File: src/rtl/fb_pkg.sv
// Shared constants, request type and FSM encoding for the framebuffer write engine.
package fb_pkg;

    localparam int ADDR_W       = 19;
    localparam int DATA_W       = 8;
    localparam int FRAME_PIXELS = 307200;
    localparam int FIFO_DEPTH   = 4;

    typedef struct packed {
        logic [ADDR_W-1:0] addr;
        logic [DATA_W-1:0] data;
    } fb_wr_req_t;

    typedef enum logic [1:0] {
        IDLE  = 2'd0,
        DRAIN = 2'd1,
        CLEAR = 2'd2
    } fb_writer_state_t;

endpackage

File: src/rtl/fb_req_fifo.sv
// Small synchronous FIFO of pixel write requests; pointers carry one extra wrap bit
// so full and empty are distinguished without a separate counter.
module fb_req_fifo
    import fb_pkg::*;
#(
    parameter int DEPTH = 4
) (
    input  logic                      clk,
    input  logic                      rst,
    input  logic                      i_push,
    input  fb_wr_req_t                i_req,
    input  logic                      i_pop,
    output fb_wr_req_t                o_req,
    output logic                      o_full,
    output logic                      o_empty,
    output logic [$clog2(DEPTH):0]    o_count
);

    localparam int PW = $clog2(DEPTH);

    fb_wr_req_t     r_mem [DEPTH];
    logic [PW:0]    r_wptr;
    logic [PW:0]    r_rptr;
    logic           w_do_push;
    logic           w_do_pop;

    assign o_count   = r_wptr - r_rptr;
    assign o_full    = (o_count == (PW+1)'(DEPTH));
    assign o_empty   = (r_wptr == r_rptr);
    assign w_do_push = i_push && !o_full;
    assign w_do_pop  = i_pop && !o_empty;
    assign o_req     = r_mem[r_rptr[PW-1:0]];

    // Storage array, written only on an accepted push.
    always_ff @(posedge clk) begin
        if (w_do_push) begin
            r_mem[r_wptr[PW-1:0]] <= i_req;
        end
    end

    // Read and write pointers.
    always_ff @(posedge clk or posedge rst) begin
        if (rst) begin
            r_wptr <= '0;
            r_rptr <= '0;
        end else begin
            if (w_do_push) begin
                r_wptr <= r_wptr + (PW+1)'(1);
            end
            if (w_do_pop) begin
                r_rptr <= r_rptr + (PW+1)'(1);
            end
        end
    end

endmodule

File: src/rtl/fb_writer.sv
// Framebuffer write engine driving RAM port B: buffered pixel writes plus full-frame clear.
// Optional FB_WRITER_BOUNDS_CHECK_EN drops out-of-frame writes and raises sticky o_oob_err.
module fb_writer #(
    parameter int FRAME_PIXELS = fb_pkg::FRAME_PIXELS,
    parameter int FIFO_DEPTH   = fb_pkg::FIFO_DEPTH
) (
    input  logic                      clk,
    input  logic                      rst,
    input  logic                      i_wr_valid,
    output logic                      o_wr_ready,
    input  logic [fb_pkg::ADDR_W-1:0] i_wr_addr,
    input  logic [fb_pkg::DATA_W-1:0] i_wr_data,
    input  logic                      i_clr_start,
    input  logic [fb_pkg::DATA_W-1:0] i_clr_color,
    output logic                      o_busy,
    output logic                      o_clr_done,
    output logic [fb_pkg::ADDR_W-1:0] o_mem_addr,
    output logic [fb_pkg::DATA_W-1:0] o_mem_data,
    output logic                      o_mem_wren
`ifdef FB_WRITER_BOUNDS_CHECK_EN
    , output logic                    o_oob_err
`endif
);

    import fb_pkg::*;

    localparam int                CW       = $clog2(FIFO_DEPTH) + 1;
    localparam logic [ADDR_W-1:0] LAST_PIX = ADDR_W'(FRAME_PIXELS - 1);

    fb_writer_state_t   r_state;
    logic               r_clr_pend;
    logic               r_clr_fin;
    logic [CW-1:0]      r_pre_cnt;
    logic [ADDR_W-1:0]  r_clr_cnt;
    logic [DATA_W-1:0]  r_clr_color;

    logic               w_full;
    logic               w_empty;
    logic               w_push;
    logic               w_fifo_push;
    logic               w_pop;
    logic               w_clr_req;
    logic               w_go_clear;
    logic [CW-1:0]      w_count;
    logic [CW-1:0]      w_pre_left;
    fb_wr_req_t         w_in_req;
    fb_wr_req_t         w_head;

    assign o_wr_ready = !w_full;
    assign w_push     = i_wr_valid && !w_full;
    assign w_in_req   = '{addr: i_wr_addr, data: i_wr_data};
    assign o_busy     = !w_empty || r_clr_pend || (r_state == CLEAR);

`ifdef FB_WRITER_BOUNDS_CHECK_EN
    logic w_in_range;
    assign w_in_range  = (32'(i_wr_addr) < FRAME_PIXELS);
    assign w_fifo_push = w_push && w_in_range;

    // Sticky flag for any accepted request that fell outside the frame.
    always_ff @(posedge clk or posedge rst) begin
        if (rst) begin
            o_oob_err <= 1'b0;
        end else if (w_push && !w_in_range) begin
            o_oob_err <= 1'b1;
        end
    end
`else
    assign w_fifo_push = w_push;
`endif

    // Entries already queued when a clear is requested must go out first; later ones wait.
    assign w_clr_req  = (r_state != CLEAR) && (r_clr_pend || i_clr_start);
    assign w_pre_left = r_clr_pend ? r_pre_cnt : w_count;
    assign w_go_clear = w_clr_req && (w_pre_left == '0);
    assign w_pop      = (r_state != CLEAR) && !w_empty && !w_go_clear;

    fb_req_fifo #(.DEPTH(FIFO_DEPTH)) u_fifo (
        .clk     (clk),
        .rst     (rst),
        .i_push  (w_fifo_push),
        .i_req   (w_in_req),
        .i_pop   (w_pop),
        .o_req   (w_head),
        .o_full  (w_full),
        .o_empty (w_empty),
        .o_count (w_count)
    );

    // Write/clear sequencer with registered RAM port outputs.
    always_ff @(posedge clk or posedge rst) begin
        if (rst) begin
            r_state     <= IDLE;
            r_clr_pend  <= 1'b0;
            r_clr_fin   <= 1'b0;
            r_pre_cnt   <= '0;
            r_clr_cnt   <= '0;
            r_clr_color <= '0;
            o_clr_done  <= 1'b0;
            o_mem_addr  <= '0;
            o_mem_data  <= '0;
            o_mem_wren  <= 1'b0;
        end else begin
            case (r_state)
                CLEAR: begin
                    if (r_clr_fin) begin
                        o_mem_wren <= 1'b0;
                        o_clr_done <= 1'b1;
                        r_clr_fin  <= 1'b0;
                        r_state    <= IDLE;
                    end else begin
                        o_mem_addr <= r_clr_cnt;
                        o_mem_data <= r_clr_color;
                        o_mem_wren <= 1'b1;
                        o_clr_done <= 1'b0;
                        r_clr_fin  <= (r_clr_cnt == LAST_PIX);
                        if (r_clr_cnt != LAST_PIX) begin
                            r_clr_cnt <= r_clr_cnt + ADDR_W'(1);
                        end
                    end
                end
                default: begin
                    o_clr_done <= 1'b0;
                    if (w_go_clear) begin
                        r_state     <= CLEAR;
                        r_clr_color <= i_clr_color;
                        r_clr_cnt   <= '0;
                        r_clr_fin   <= 1'b0;
                        r_clr_pend  <= 1'b0;
                        o_mem_wren  <= 1'b0;
                    end else if (w_pop) begin
                        r_state    <= DRAIN;
                        o_mem_addr <= w_head.addr;
                        o_mem_data <= w_head.data;
                        o_mem_wren <= 1'b1;
                        if (w_clr_req) begin
                            r_clr_pend <= 1'b1;
                            r_pre_cnt  <= w_pre_left - CW'(1);
                        end
                    end else begin
                        r_state    <= IDLE;
                        o_mem_wren <= 1'b0;
                    end
                end
            endcase
        end
    end

endmodule

File: config.mk
export PLATFORM = sky130hd
export DESIGN_NAME = fb_writer
export DESIGN_NICKNAME = d
export VERILOG_FILES = /design/src/rtl/fb_pkg.sv /design/src/rtl/fb_req_fifo.sv /design/src/rtl/fb_writer.sv
export SDC_FILE = /design/constraint.sdc
export NUM_CORES = 1
export LEC_CHECK = 0
export CORE_ASPECT_RATIO = 0.5
export CORE_UTILIZATION = 55
export CTS_CLUSTER_SIZE = 28
export DETAILED_ROUTE_END_ITERATION = 7
export GPL_ROUTABILITY_DRIVEN = 0
export HOLD_SLACK_MARGIN = 0.03
export PLACE_DENSITY = 0.79
export RECOVER_POWER = 100
export SYNTH_ARGS = -nofsm -noshare
export SYNTH_HDL_FRONTEND = slang
export SYNTH_HIERARCHICAL = 1
export SYNTH_SLANG_ARGS = --single-unit
File: constraint.sdc
create_clock -name clk -period 7.69 [get_ports clk]
set_input_delay 0.769 -clock clk [delete_from_list [all_inputs] [get_ports clk]]
set_output_delay 0.769 -clock clk [all_outputs]
set_load 0.02 [all_outputs]
==> results.toml <==
[grt]
grt_usage_pct = 24.6
grt-ovfl-total = 0
grt_max_degree = 64
grt_pass1_wl_um = 26100
grt_pass1_vias = 4622
antenna_found_initial = 0

[pwr]
cellPowerDensity_nw_per_um2 = 258
leakagePower_nw = 3.28
peakVddDrop_uv = 159

[sta]
final.period_utilization_pct = 63.8
clock_skew_ns = 0.0173
finalCriticalPeriod_ns = 4.91
drv_slew = 96
finalSetupTns_ns = 0
fmax_mhz = 204
tightest_slew_ns = 3.39
setup-violations-final = 0
rsz0062_at_grt = "false"
hold_violations = 0
slew_headroom_pct = -126

[routing]
top_layer = "met4"
drtIter0Drc = 554
m1WireLength_um = 7580
wl_met2_um = 7220
ant_nets = 0
finalWirelength_um = 16200
drc_errors = 0
routed-via-count = 4745
routedWlPerCell_um = 20.0
drtPass1Iterations = 6
wl_met3_um = 1240
via_per_inst = 5.87

[synthesis]
synth_top_area_share_pct = 42.5
synth_common_cells = "edfxtp_1, nand2_1, dfrtp_1, nor2_1, a31oi_1"
async_flop_share_pct = 39.0
synth_most_common_cell = "edfxtp_1"
synth_edf_count = 108
synth_cell_type_count = 67
synthesis.nets = 595
yosysTopAreaCell = "edfxtp_1"
synthCells = 545
ys_ff_latch = 177
synthTopCellsByArea = "edfxtp_1, dfrtp_1, mux4_2"
avgSynthCellArea_um2 = 14.0
yosysSeqAreaShare_pct = 65.1
synth_flop_cell = "edfxtp_1"
syn_area_um2 = 7630
yosysWarningCount = 6

[worst_hold_path]
worst_hold_path_type = "register to register"

[floorplanning]
core_area_um2 = 13100
fp.dieW_um = 169
die_y_um = 85.3
rows = 29
io_pins = 70
dieArea_um2 = 14400
initial_core_util_pct = 58.3

[finish]
syn_to_final_growth_pct = 17.4
multiInputGateArea_um2 = 2390
diodes = 0
postLayoutCoreUtil_pct = 68.4
fill_cells = 893
register_area_um2 = 4970
final_nets = 660
final_layout_size_suffix_gt1_share_pct = 15.7

[clock_network]
post-cts-setup-buffers = 0
cts.clk_slew.worst_paths_ns = 0.08
clock_sinks = 177
cts_resized = 0
htreeDepth = 4
cts_root_buf = "clkbuf_16"
numCtsBuffers = 17
insertion_delay_ns = 0.43
postCtsHoldBufs = 0
cts_buffer_depth = 2
cts_tree = "built"

[critical_path]
required_ns = 6.92
crit_fanout = 30
end_kind = "primary output"
worstPathArrival_ns = 4.14
cp-start-kind = "register"
criticalPathCategory = "register to primary output"

[outcome]
status = "finished with violations"
violations = "capacitance limit, slew limit"

[run]
drv_cap = 3

[placement]
dp_hpwl_um = 10500
io_buffers = 69
cell type report:
| cell class | instances | area share, % |
|---|---|---|
| Inverter | 13 | 0.559 |
| Sequential cell | 177 | 55.5 |
| Timing Repair Buffer | 74 | 8.04 |
| Clock inverter | 15 | 1.94 |
| Clock buffer | 17 | 4.75 |
| Multi-Input combinational cell | 327 | 26.7 |
| Tap cell | 186 | 2.60 |
per-stage QoR:
step                hold WS [ns]  cell area, µm²  worst slack [ns]  instances  power [W]
floorplan                  0.446            7630              4.45        545    0.00136
global placement           0.459            8410              3.87        777    0.00146
detailed placement         0.462            8410              3.68        777    0.00148
CTS                        0.488            9010              3.41        809    0.00234
global route               0.506            8960              2.34        809    0.00240
finish                     0.484            8960              2.78        809    0.00231
critical path, stage by stage, from the launching register on:
cell and delay [ns]:
dfrtp_1 1.56, ha_1 0.34, inv_1 0.06, fa_1 0.42, xnor3_1 0.38, and2_0 0.25
inv_1 0.06, dlygate4sd3_1 0.65
where the power goes:
| group | internal, W | total (W) | leakage [nW] | switching (W) |
|---|---|---|---|---|
| Combinational | 0.0000939 | 0.000262 | 1.21 | 0.000168 |
| Sequential | 0.00115 | 0.00119 | 1.78 | 0.0000377 |
| Clock | 0.000442 | 0.000866 | 0.292 | 0.000424 |
| Total | 0.00168 | 0.00231 | 3.28 | 0.000629 |
path summary, 6_finish.rpt:
| path | startpoint | to | slack, ns | depth (start not counted) |
|---|---|---|---|---|
| worst min-delay path | r_clr_color[7] | r_clr_color[7] | 0.48 | 2 |
| worst min register to register | r_clr_color[7] | r_clr_color[7] | 0.48 | 2 |
| worst max register to register | u_fifo/r_rptr[0] | u_fifo/r_mem[0][1] | 2.81 | 8 |
| min in group asynchronous | rst | u_fifo/r_wptr[0] | 0.72 | 2 |
| max in group asynchronous | rst | o_mem_addr[3] | 3.66 | 3 |
| worst max-delay path | u_fifo/r_rptr[0] | o_wr_ready | 2.78 | 7 |
sequential cells by signal, summed over array words and instances, names as in the netlist:
| name | count |
|---|---|
| o_clr_done | 1 |
| o_mem_addr | 19 |
| o_mem_data | 8 |
| o_mem_wren | 1 |
| r_clr_cnt | 19 |
| r_clr_color | 8 |
| r_clr_fin | 1 |
| r_clr_pend | 1 |
| r_pre_cnt | 3 |
| r_state | 2 |
| u_fifo/r_mem | 108 |
| u_fifo/r_rptr | 3 |
| u_fifo/r_wptr | 3 |
cell usage in the layout, fill, tap and decap left out, types with 3 or more instances in the layout:
cell             netlist  routed
dlygate4sd3_1          0      59
nor2_2                 9       8
mux4_2                27      27
a31oi_1               31      32
a21oi_1               14      14
buf_4                  4       3
nand2b_1               3       3
nor2b_1                4       4
edfxtp_1             108     108
clkbuf_16              0      17
clkdlybuf4s50_1        0      10
inv_6                  0       3
nand3_1                9       9
and2_2                 5       4
inv_1                 12      11
o22a_1                 3       3
inv_8                  0       4
dfrtp_1               69      69
o21ai_0               12      12
nand2_1               97      98
clkinv_8               0       3
a41oi_1                3       3
nor2_1                36      38
a31oi_2               10       9
ha_1                  10      10
per-layer routing:
| metal | GRT usage [%] | vias to the layer above |
|---|---|---|
| met5 | 0 | - |
| met4 | 7.93 | 0 |
| met3 | 4.71 | 16 |
| met2 | 35.8 | 173 |
| met1 | 37.5 | 2397 |
| li1 | - | 2159 |
kinds of logic (layout without fill, tap and decap cells):
logic type / Yosys count / after routing / share of synthesized area [%]
and+or+nand+nor: 191 / 191 / 12.1
xor gates and xnor gates: 5 / 5 / 0.770
adders and majority gates: 11 / 11 / 1.90
DFF: 177 / 177 / 65.1
muxes: 30 / 30 / 8.37
buffers and inverters: 41 / 119 / 3.20
AOI/OAI and AO/OA: 90 / 90 / 8.59
Power figures use the tool's default switching activity.
